===== src/rtl/hazard_scoreboard_pkg.sv =====
`default_nettype none
// ============================================================================
// Module      : hazard_scoreboard_pkg
// Description : Shared widths, default latencies and stage indices for the
//               D-stage hazard scoreboard.
// Revision    : 1.0 - initial release
// ============================================================================
package hazard_scoreboard_pkg;

  // Default field widths
  localparam int T_W_DEF  = 2;
  localparam int RA_W_DEF = 5;

  // A Tuse of all ones marks an operand the instruction never reads
  localparam logic [T_W_DEF-1:0] TUSE_NONE = '1;

  // Default multiply/divide occupancy in cycles
  localparam int MULT_CYCLES_DEF = 5;
  localparam int DIV_CYCLES_DEF  = 10;

  // Stage indices; STG_RF doubles as the "read register file" forward select
  localparam int STG_RF = 0;
  localparam int STG_E  = 1;
  localparam int STG_M  = 2;
  localparam int STG_W  = 3;

endpackage
`default_nettype wire


===== src/rtl/md_busy_counter.sv =====
`default_nettype none
// ============================================================================
// Module      : md_busy_counter
// Description : Occupancy counter for the multi-cycle mult/div unit. Loads the
//               operation latency one cycle after the op enters E and counts
//               down to zero.
// Revision    : 1.0 - initial release
// ============================================================================
module md_busy_counter
  import hazard_scoreboard_pkg::*;
#(
  parameter int MULT_CYCLES = MULT_CYCLES_DEF,
  parameter int DIV_CYCLES  = DIV_CYCLES_DEF
) (
  input  logic clk,
  input  logic reset_n,
  input  logic e_md,
  input  logic e_div,
  output logic md_busy
);

  localparam int MAX_CYCLES = (DIV_CYCLES > MULT_CYCLES) ? DIV_CYCLES : MULT_CYCLES;
  localparam int CNT_W      = $clog2(MAX_CYCLES + 1);

  logic [CNT_W-1:0] count;

  // Load the latency when an md op sits in E, otherwise count down to zero
  always_ff @(posedge clk or negedge reset_n) begin
    if (!reset_n) begin
      count <= '0;
    end else if (e_md) begin
      count <= e_div ? CNT_W'(DIV_CYCLES) : CNT_W'(MULT_CYCLES);
    end else if (count != '0) begin
      count <= count - CNT_W'(1);
    end
  end

  // The op in E already occupies the unit before the counter is loaded
  assign md_busy = (count != '0) | e_md;

endmodule
`default_nettype wire


===== src/rtl/hazard_scoreboard.sv =====
`default_nettype none
// ============================================================================
// Module      : hazard_scoreboard
// Description : Stateful D-stage hazard unit. Tracks in-flight producers with
//               self-decrementing Tnew, resolves stall and per-operand
//               forwarding selects, and interlocks HI/LO users on the md unit.
// Revision    : 1.0 - initial release
// ============================================================================
module hazard_scoreboard
  import hazard_scoreboard_pkg::*;
#(
  parameter int NUM_STAGES  = 3,
  parameter int T_W         = T_W_DEF,
  parameter int RA_W        = RA_W_DEF,
  parameter int MULT_CYCLES = MULT_CYCLES_DEF,
  parameter int DIV_CYCLES  = DIV_CYCLES_DEF,
  parameter int SEL_W       = $clog2(NUM_STAGES + 1)
) (
  input  logic             clk,
  input  logic             reset_n,
  input  logic             d_valid,
  input  logic [RA_W-1:0]  d_rs,
  input  logic [RA_W-1:0]  d_rt,
  input  logic [T_W-1:0]   d_tuse1,
  input  logic [T_W-1:0]   d_tuse2,
  input  logic [RA_W-1:0]  d_dst,
  input  logic [T_W-1:0]   d_tnew,
  input  logic             d_md_start,
  input  logic             d_md_div,
  input  logic             d_hilo_use,
  output logic             stall,
  output logic [SEL_W-1:0] fwd_rs_sel,
  output logic [SEL_W-1:0] fwd_rt_sel,
  output logic             md_busy
);

  localparam logic [T_W-1:0] TUSE_OFF = '1;

  // Producer table, index 1 = E ... NUM_STAGES = oldest tracked stage
  logic [NUM_STAGES:1] v;
  logic [RA_W-1:0]     dst  [1:NUM_STAGES];
  logic [T_W-1:0]      tnew [1:NUM_STAGES];

  logic [NUM_STAGES:1] hit_rs, hit_rt;
  logic                rs_found, rt_found;
  logic [SEL_W-1:0]    rs_k, rt_k;
  logic [T_W-1:0]      rs_t, rt_t;
  logic                rs_active, rt_active;
  logic                rs_hazard, rt_hazard, md_hazard;
  logic                issue;
  logic                e_md, e_div;

  function automatic logic [T_W-1:0] sat_dec(input logic [T_W-1:0] t);
    return (t == '0) ? '0 : t - T_W'(1);
  endfunction

  // Per-stage address compare for both operands
  for (genvar k = 1; k <= NUM_STAGES; k++) begin : g_match
    assign hit_rs[k] = v[k] && (dst[k] == d_rs);
    assign hit_rt[k] = v[k] && (dst[k] == d_rt);
  end

  // Priority pick: scanning oldest to youngest leaves the youngest producer
  always_comb begin
    rs_found = 1'b0;
    rs_k     = SEL_W'(STG_RF);
    rs_t     = '0;
    rt_found = 1'b0;
    rt_k     = SEL_W'(STG_RF);
    rt_t     = '0;
    for (int k = NUM_STAGES; k >= 1; k--) begin
      if (hit_rs[k]) begin
        rs_found = 1'b1;
        rs_k     = SEL_W'(k);
        rs_t     = tnew[k];
      end
      if (hit_rt[k]) begin
        rt_found = 1'b1;
        rt_k     = SEL_W'(k);
        rt_t     = tnew[k];
      end
    end
  end

  // $0 and unused operands never create a dependency
  assign rs_active = (d_rs != '0) && (d_tuse1 != TUSE_OFF) && rs_found;
  assign rt_active = (d_rt != '0) && (d_tuse2 != TUSE_OFF) && rt_found;

  assign rs_hazard = rs_active && (rs_t > d_tuse1);
  assign rt_hazard = rt_active && (rt_t > d_tuse2);
  assign md_hazard = d_hilo_use && md_busy;

  assign stall = d_valid && (rs_hazard || rt_hazard || md_hazard);

  // Forward only once the producer has its result; otherwise read the RF
  assign fwd_rs_sel = (rs_active && (rs_t == '0)) ? rs_k : SEL_W'(STG_RF);
  assign fwd_rt_sel = (rt_active && (rt_t == '0)) ? rt_k : SEL_W'(STG_RF);

  assign issue = d_valid && !stall && (d_dst != '0);

  // Shift the table every cycle; a stalled or empty D slot enters E as a bubble
  always_ff @(posedge clk or negedge reset_n) begin
    if (!reset_n) begin
      for (int k = 1; k <= NUM_STAGES; k++) begin
        v[k]    <= 1'b0;
        dst[k]  <= '0;
        tnew[k] <= '0;
      end
    end else begin
      v[STG_E]    <= issue;
      dst[STG_E]  <= issue ? d_dst : '0;
      tnew[STG_E] <= issue ? d_tnew : '0;
      for (int k = 1; k < NUM_STAGES; k++) begin
        v[k+1]    <= v[k];
        dst[k+1]  <= dst[k];
        tnew[k+1] <= sat_dec(tnew[k]);
      end
    end
  end

  // Track an md op entering E together with its divide flag
  always_ff @(posedge clk or negedge reset_n) begin
    if (!reset_n) begin
      e_md  <= 1'b0;
      e_div <= 1'b0;
    end else begin
      e_md  <= d_md_start && d_valid && !stall;
      e_div <= d_md_div;
    end
  end

  md_busy_counter #(
    .MULT_CYCLES (MULT_CYCLES),
    .DIV_CYCLES  (DIV_CYCLES)
  ) u_md_busy_counter (
    .clk     (clk),
    .reset_n (reset_n),
    .e_md    (e_md),
    .e_div   (e_div),
    .md_busy (md_busy)
  );

endmodule
`default_nettype wire


===== config.mk =====
export PLATFORM = sky130hd
export DESIGN_NAME = hazard_scoreboard
export DESIGN_NICKNAME = d
export VERILOG_FILES = /design/src/rtl/hazard_scoreboard_pkg.sv /design/src/rtl/md_busy_counter.sv /design/src/rtl/hazard_scoreboard.sv
export SDC_FILE = /design/constraint.sdc
export NUM_CORES = 1
export LEC_CHECK = 0
export ABC_AREA = 1
export CORE_MARGIN = 8
export CORE_UTILIZATION = 30
export CTS_CLUSTER_SIZE = 28
export DETAILED_ROUTE_END_ITERATION = 10
export PLACE_DENSITY = 0.47
export SYNTH_ARGS = -nofsm -noshare
export SYNTH_HDL_FRONTEND = slang
export SYNTH_HIERARCHICAL = 1
export SYNTH_SLANG_ARGS = --single-unit

===== constraint.sdc =====
create_clock -name clk -period 6.8 [get_ports clk]
set_input_delay 1.7 -clock clk [delete_from_list [all_inputs] [get_ports clk]]
set_output_delay 1.7 -clock clk [all_outputs]
set_load 0.02 [all_outputs]

==> flow_summary_export.csv <==
group,metric,value,unit
die,num_rows,29,
place,routability_congestion_estimate_from_global_placement,0.824,
die,die_w,96.9,um
die,initial_core_util,30.9,%
logic_synthesis,yosys_warnings,6,
logic_synthesis,synthCells,295,
logic_synthesis,mappedNetlistNets,328,
worst_setup_path,critical_path.endpoint_type,"output pin",
final_layout,finalNetCount,368,
global_route,global_route.overflow_total,0,
final_layout,n_antenna_cell,0,
worst_setup_path,critical_path_buf_inv_count,8,
timing,timing.final.hold_violations,0,
final_layout,fraction_of_layout_cells_with_a_size_suffix_above_1,12.2,%
logic_synthesis,synth.lib_cells_used.distinct,25,
die,chipHeight,96.9,um
global_route,antenna_found_initial,0,
routing,routed.top_layer,"met4",
global_route,grt_start_max_net_pins,31,
final_layout,synthToLayoutAreaGrowth,26.4,%
clocking,cts_max_level,2,
worst_setup_path,crit_start,"d_rt[3]",
logic_synthesis,synth_top_cell_by_area,"dfrtp_1",
logic_synthesis,synth_commonest_cells,"100 x nand2_1, 52 x inv_1, 41 x nor2_1",
place,hpwlAfterDp,4020,um
logic_synthesis,synth-edff-count,0,
final_layout,filler_cell_count,667,
global_route,track_usage,11.0,%
logic_synthesis,synth_flop_cell,"dfrtp_1",
timing,post_layout_worst_setup_margin,0.471,ns
timing,rsz0062_at_grt,"false",
routing,met3WireLength,221,um
timing,final_period_minus_worst_setup_slack,6.33,ns
routing,detail_route.drc_violations,0,
clocking,ctsLongestPathBuffers,2,
worst_setup_path,critPathKind,"primary input to output pin",
place,preCtsSetupSlack,0.500,ns
pwr,power.density,214,nW/um2
clocking,cts.repair.resized,0,
global_route,grt_first_pass_wirelength,8550,um
logic_synthesis,yosysSeqAreaShare,38.2,%
routing,wl_per_cell,11.9,um
timing,fin_skew,0.00438,ns
clocking,cts_sinks,30,
logic_synthesis,synth_area,1960,um2
run,maxCapViolations,0,
logic_synthesis,syn_avg_cell_area,6.65,um2
routing,drt_iter0_markers,42,
pwr,vdd_ir_max,0.000108,V
clocking,worstSkewPairLatency,0.28,ns
worst_setup_path,timing.critical_path.slowest_stage_cell,"clkdlybuf4s50_1",
routing,route.antenna.remaining_nets,0,
place,numPlacedInstances,405,
timing,max_slew_margin,73.5,%
timing,report.final.slew_viol_count,0,
routing,drt-met1-wl,2430,um
routing,vias,1787,
clocking,cts_inserted_buffers,5,
final_layout,final_core_util,39.1,%
worst_setup_path,path_max_fanout,4,
timing,fin_crit_sh,93.1,%
timing,setup_viol,0,
routing,vias_per_cell,4.33,
clocking,ctsRootBufferMaster,"clkbuf_8",
worst_setup_path,cp.required,5.10,ns
die,floorplan.io_pins,33,
timing,maximum_frequency_from_static_timing_analysis,158,MHz
routing,wirelength,4930,um
logic_synthesis,synth_async_sr_flop_share,100,%
clocking,cts_hold_buffers,0,
worst_setup_path,critical_path.top_delay_family,"buffers and inverters",
logic_synthesis,synth_top_cells_by_area,"dfrtp_1 38%, nand2_1 19%, inv_1 9.9%",
timing,post_route_worst_hold_slack,0.424,ns
final_layout,finish.instance_area,2480,um2
worst_setup_path,worst_r2r_startpoint,"dst[5]",
clocking,postCtsSetupRepairBufs,0,
worst_setup_path,timing.critical_path.arrival,4.63,ns
pwr,leakagePower,1.33,nW
timing,finalSetupTns,0,ns
hold_path,min_path_type,"flop to flop",
place,place_area,2390,um2
global_route,first_global_vias,1822,
clocking,tritoncts_clock_tree,"built",
routing,routed-wl-met2,2190,um
worst_setup_path,crit_chain,"clkdlybuf4s50_1, inv_2, nand2_1, nand2_1, nor2_1, nand3_1, inv_1, nand2_1, nand2_1, inv_1, ha_1, inv_1, nor2_1, a2bb2oi_1, inv_1, nor2_2, o21ai_0, inv_1, clkdlybuf4s50_1",
worst_setup_path,cp_slowest_stage_delay,0.60,ns
place,port_buffers,32,
pwr,totalPowerFinal,0.532,mW
logic_synthesis,register_bit_count_reported_by_yosys,30,
final_layout,finish.cell_count_without_fillers,413,
routing,drt_first_pass_iters,4,
worst_setup_path,critical_path.startpoint_type,"primary input",
timing,worst-slew-pin-transition,0.398,ns
logic_synthesis,netlist.area_leader.share,38.2,%
clocking,worst_setup_hold_path_clk_slew,0.07,ns
worst_setup_path,critical-path-top-cell-by-count,"inv_1",
die,core_area,6350,um2
hold_path,worstHoldStart,"dst[12]",
logic_synthesis,yosysMostFrequentCell,"nand2_1",
die,fp.dieArea,9390,um2
status,run_status,"finished clean",
==> placed cells by master, fill, tap and decap left out, drive strengths merged <==
cell type	n
a21boi	1
a21oi	7
a2bb2oi	1
buf	1
clkbuf	6
clkdlybuf4s50	32
clkinv	2
clkinvlp	1
dfrtp	30
ha	6
inv	62
nand2	104
nand3	15
nand3b	1
nand4	3
nor2	47
nor3	1
o211ai	1
o21ai	14
xnor2	1
==> path summary, 6_finish.rpt <==
| path | endpoint | slack (ns) | cells after the start |
|---|---|---|---|
| max in group asynchronous | tnew[0] | 4.69 | 2 |
| setup reg to reg | dst[10] | 4.41 | 19 |
| hold / removal | dst[7] | 0.42 | 0 |
| hold reg to reg | dst[7] | 0.42 | 0 |
| setup / recovery | stall | 0.47 | 19 |
| min in group asynchronous | v[3] | 1.81 | 2 |
==> power breakdown <==
| group | internal [mW] | switching, mW |
|---|---|---|
| Combinational | 0.0651 | 0.0883 |
| Sequential | 0.203 | 0.0227 |
| Clock | 0.0813 | 0.0714 |
==> routing by layer <==
layer / vias to the layer above / track usage [%]
li1: 966 / -
met1: 773 / 13.4
met2: 39 / 18.0
met3: 9 / 2.92
met4: 0 / 3.91
met5: - / 0
==> kinds of logic (layout without fill, tap and decap cells) <==
family | count (synthesis) | in the layout | synth area share [%]
buffers and inverters | 63 | 104 | 12.0
AOI/OAI and AO/OA | 24 | 24 | 7.33
xor gates and xnor gates | 1 | 1 | 0.446
adders and majority gates | 6 | 6 | 3.82
and+or+nand+nor | 171 | 171 | 38.1
DFF | 30 | 30 | 38.2
==> sequential cells by signal, indices dropped and copies added, names as in the netlist <==
signal / count
e_md: 1
dst: 15
tnew: 6
e_div: 1
v: 3
u_md_busy_counter/count: 4
==> final cells by class <==
cell class	count	area, um2	share of cell area, %
clock inverter	2	12.5	0.504
clock buffer	6	82.6	3.33
tap	77	96.3	3.88
timing repair buffer	33	328	13.2
sequential	30	751	30.2
multi-input combinational	202	976	39.3
inverter	63	236	9.53
(Power assumes the default switching activity.)
==> patch 1, RTL diff (config.mk and constraints unchanged) <==
`MULT_CYCLES_DEF`: 5 -> 4.
--- a/src/rtl/hazard_scoreboard_pkg.sv
+++ b/src/rtl/hazard_scoreboard_pkg.sv
@@ -17,3 +17,3 @@
   // Default multiply/divide occupancy in cycles
-  localparam int MULT_CYCLES_DEF = 5;
+  localparam int MULT_CYCLES_DEF = 4;
   localparam int DIV_CYCLES_DEF  = 10;
Check against the original RTL: not equivalent (a bounded check fails within 10 cycles, from zero or initial values and one cycle with reset_n low).
==> patch 1 against the unedited design <==
- sequential cell count unchanged
- largest power group unchanged
- critical path type unchanged
- area after synthesis fell by 2.1%
- setup slack gained 0.021 ns
- worst hold slack improved by 0.0064 ns
- total power decreased by 1.9%
- cell area down 1.7%
- clock skew shrank 0.00059 ns
- routed wire length increased by 0.87%
- register-to-register slack hardly changed
==> patch 1: results (changes against the unedited design) <==
metric	value	unit	change
use_met1	15.6	%	+2.2 points
relSlewSlack	73.0	%	-0.46 points
use_met2	19.2	%	+1.3 points
min_from	dst[9]		
place.gp.congestion	0.801		-2.8%
powerComb	145	uW	-5%
status	finished clean		
final_cells	407		-1.5%
nets	362		-1.6%
total_leakage_power	0.00130	uW	-2.2%
fin_crit_sh	92.8	%	-0.31 points
clock_skew	0.00379	ns	-0.000593 ns
synth_common_cells	99 x nand2_1, 48 x inv_1, 42 x nor2_1		
hold_slack	0.430	ns	+0.00641 ns
hpwl	4030	um	+0.34%
grt_pass1_wl	8650	um	+1.2%
grtUsageMet3	3.20	%	+0.28 points
synth_cells	289		-2.0%
worst_hold_path.endpoint	dst[4]		
layout-drive-gt1-share	11.8	%	-0.38 points
syn_nets	322		-1.8%
ir_worst_vdd	0.107	mV	-1.1%
totalWireLength	4980	um	+0.87%
power_switching_share	33.5	%	-0.78 points
gr-usage-all-layers	12.0	%	+1.0 points
cp.arrival	4.61	ns	-0.02 ns
pwr-share-clk	29.1	%	+0.4 points
## patch 1: through the flow
step / power, uW / cell area (um^2)
after floorplan: 321 / 1920
after global placement: 374 / 2350
after detailed placement: 375 / 2350
after CTS: 532 / 2440
after global routing: 567 / 2440
final: 522 / 2440
## patch 1: cells by family after synthesis
logic type | after synthesis | share of synthesized area [%]
and+or+nand+nor | 169 | 38.0
AOI/OAI and AO/OA | 23 | 6.90
buffers and inverters | 60 | 11.7
DFF | 30 | 39.1
xor gates and xnor gates | 1 | 0.456
adders and majority gates | 6 | 3.91
## patch 1: area by class of cell
cell class / count / share of cell area (%)
inverters: 60 / 9.23
multi-input cells: 199 / 38.7
well taps: 77 / 3.95
flip-flops and latches: 30 / 30.8
repair buffers: 33 / 13.4
clock buffers: 6 / 3.38
clock inverters: 2 / 0.513
## patch 1: layer usage
metal	vias to the layer above	routed length [um]
li1	944	-
met5	-	0
met2	37	2290
met3	4	248
met1	822	2400
met4	0	40
==> patch 2, RTL diff (config.mk and constraints unchanged) <==
Made on the original files. Reset style: synchronous (`reset_n`), changed in 3 clocked blocks.
--- a/src/rtl/md_busy_counter.sv
+++ b/src/rtl/md_busy_counter.sv
@@ -27,3 +27,3 @@
   // Load the latency when an md op sits in E, otherwise count down to zero
-  always_ff @(posedge clk or negedge reset_n) begin
+  always_ff @(posedge clk) begin
     if (!reset_n) begin
--- a/src/rtl/hazard_scoreboard.sv
+++ b/src/rtl/hazard_scoreboard.sv
@@ -101,3 +101,3 @@
   // Shift the table every cycle; a stalled or empty D slot enters E as a bubble
-  always_ff @(posedge clk or negedge reset_n) begin
+  always_ff @(posedge clk) begin
     if (!reset_n) begin
@@ -121,3 +121,3 @@
   // Track an md op entering E together with its divide flag
-  always_ff @(posedge clk or negedge reset_n) begin
+  always_ff @(posedge clk) begin
     if (!reset_n) begin
Function: differs if reset_n is asserted again (counterexample within 4 cycles, from zero or initial values and one cycle with reset_n low); with reset_n held inactive, the same outputs for 10 cycles.
==> patch 2 against the unedited design <==
- sequential share of layout area fell by 6.4 points
- area after synthesis rose by 2.2%
- via count rose by 5.5%
- sequential cell count did not move
- non-clock buffer count fell by 1
- worst hold slack improved by 0.014 ns
- cell area rose by 1.3%
- register-to-register slack got worse by 0.02 ns
- total power rose by 5.5%
- count of clock-buffer cells in the layout rose by 1
- routed wire length fell by 1.2%
- setup slack got worse by 0.030 ns
- largest cell class unchanged
- largest power group unchanged
==> patch 2: results (changes against the unedited design) <==
metric	value	unit	change
nNonClkBuffers	32		-3.0%
worst_hold_path.endpoint	tnew[0][4]		
use_met2	17.3	%	-0.63 points
dr_wl_met3	258	um	+17%
nClkBuffers	7		+1
clock_skew	0.00538	ns	+0.00100 ns
rr_startpoint	dst[0][0]		
holdPathStages	1		+1
critPathLaunch	d_rt[4]		
grt_pass1_wl	8290	um	-3.0%
syn_nets	359		+9.5%
post-synth-top-area-fraction	29.9	%	-8.3 points
place.gp.congestion	0.812		-1.4%
cpPeakStageDelay	0.60	ns	about the same
crit_end	stall		
grtUsageMet3	2.70	%	-0.21 points
total_leakage_power	0.00130	uW	-1.9%
gr-usage-all-layers	10.7	%	-0.25 points
yosysUniqueCellTypes	23		-8.0%
totalWireLength	4870	um	-1.2%
seq_area_frac_synth	29.9	%	-8.3 points
multi_input_area_share	44.6	%	+5.3 points
met1_length	2390	um	-1.4%
rrSetupSlack	4.39	ns	-0.02 ns
seqCellArea	601	um^2	-20%
nets	397		+7.9%
r2r_cells	17		-2
status	finished clean		
vias_per_cell	4.26		-1.7%
wl_met2	2170	um	-0.96%
crit_fanout	6		+2
hpwl	4130	um	+2.8%
grt_max_degree	19		-39%
nNonClkInverters	75		+19%
n_fill_cell	714		+7.0%
ys_async_sr_fraction	0	%	-100 points
multi_input_cells	218		+7.9%
layout-drive-gt1-share	14.3	%	+2.1 points
synth_common_cells	102 x nand2_1, 61 x inv_1, 38 x nor2_1		
clock_area_share	3.63	%	-0.20 points
use_met1	13.5	%	+0.056 points
ir_worst_vdd	0.146	mV	+36%
buffer_area_share	12.7	%	-0.47 points
relSlewSlack	54.2	%	-19 points
p_sw	199	uW	+8.9%
internal_power	362	uW	+3.8%
combPwrFrac	34.9	%	+6.0 points
pwr-share-clk	26.7	%	-2.0 points
synth_ff_type	dfxtp_1		
synthTopCellsByArea	dfxtp_1 30%, nand2_1 19%, inv_1 11%		
drt_iter0_drc	51		+21%
[patch 2: cell types whose count changed after synthesis, sizes merged, moves of 2 or more]
cell   change
dfrtp     -30
dfxtp     +30
ha         +2
inv       +13
nand2      +3
nand3      +5
nor2       +4
nor3       +4
o21ai      -2
[patch 2: cell families (layout without fill, tap and decap cells)]
logic type / Yosys count / after routing / share of synthesized area [%]
AOI/OAI and AO/OA: 22 / 22 / 6.48
adders and majority gates: 8 / 8 / 4.99
buffers and inverters: 76 / 115 / 14.2
and+or+nand+nor: 188 / 188 / 44.4
DFF: 30 / 30 / 29.9
[patch 2: metrics by stage]
step | instance area [um^2] | hold WS, ns | setup WS (ns) | std cells
6_report | 2510 | 0.438 | 0.441 | 443
5_1_grt | 2510 | 0.455 | 0.180 | 443
3_5_place_dp | 2420 | 0.429 | 0.440 | 435
2_1_floorplan | 2010 | 0.400 | 1.76 | 324
4_1_cts | 2510 | 0.441 | 0.414 | 443
3_3_place_gp | 2420 | 0.424 | 0.468 | 435
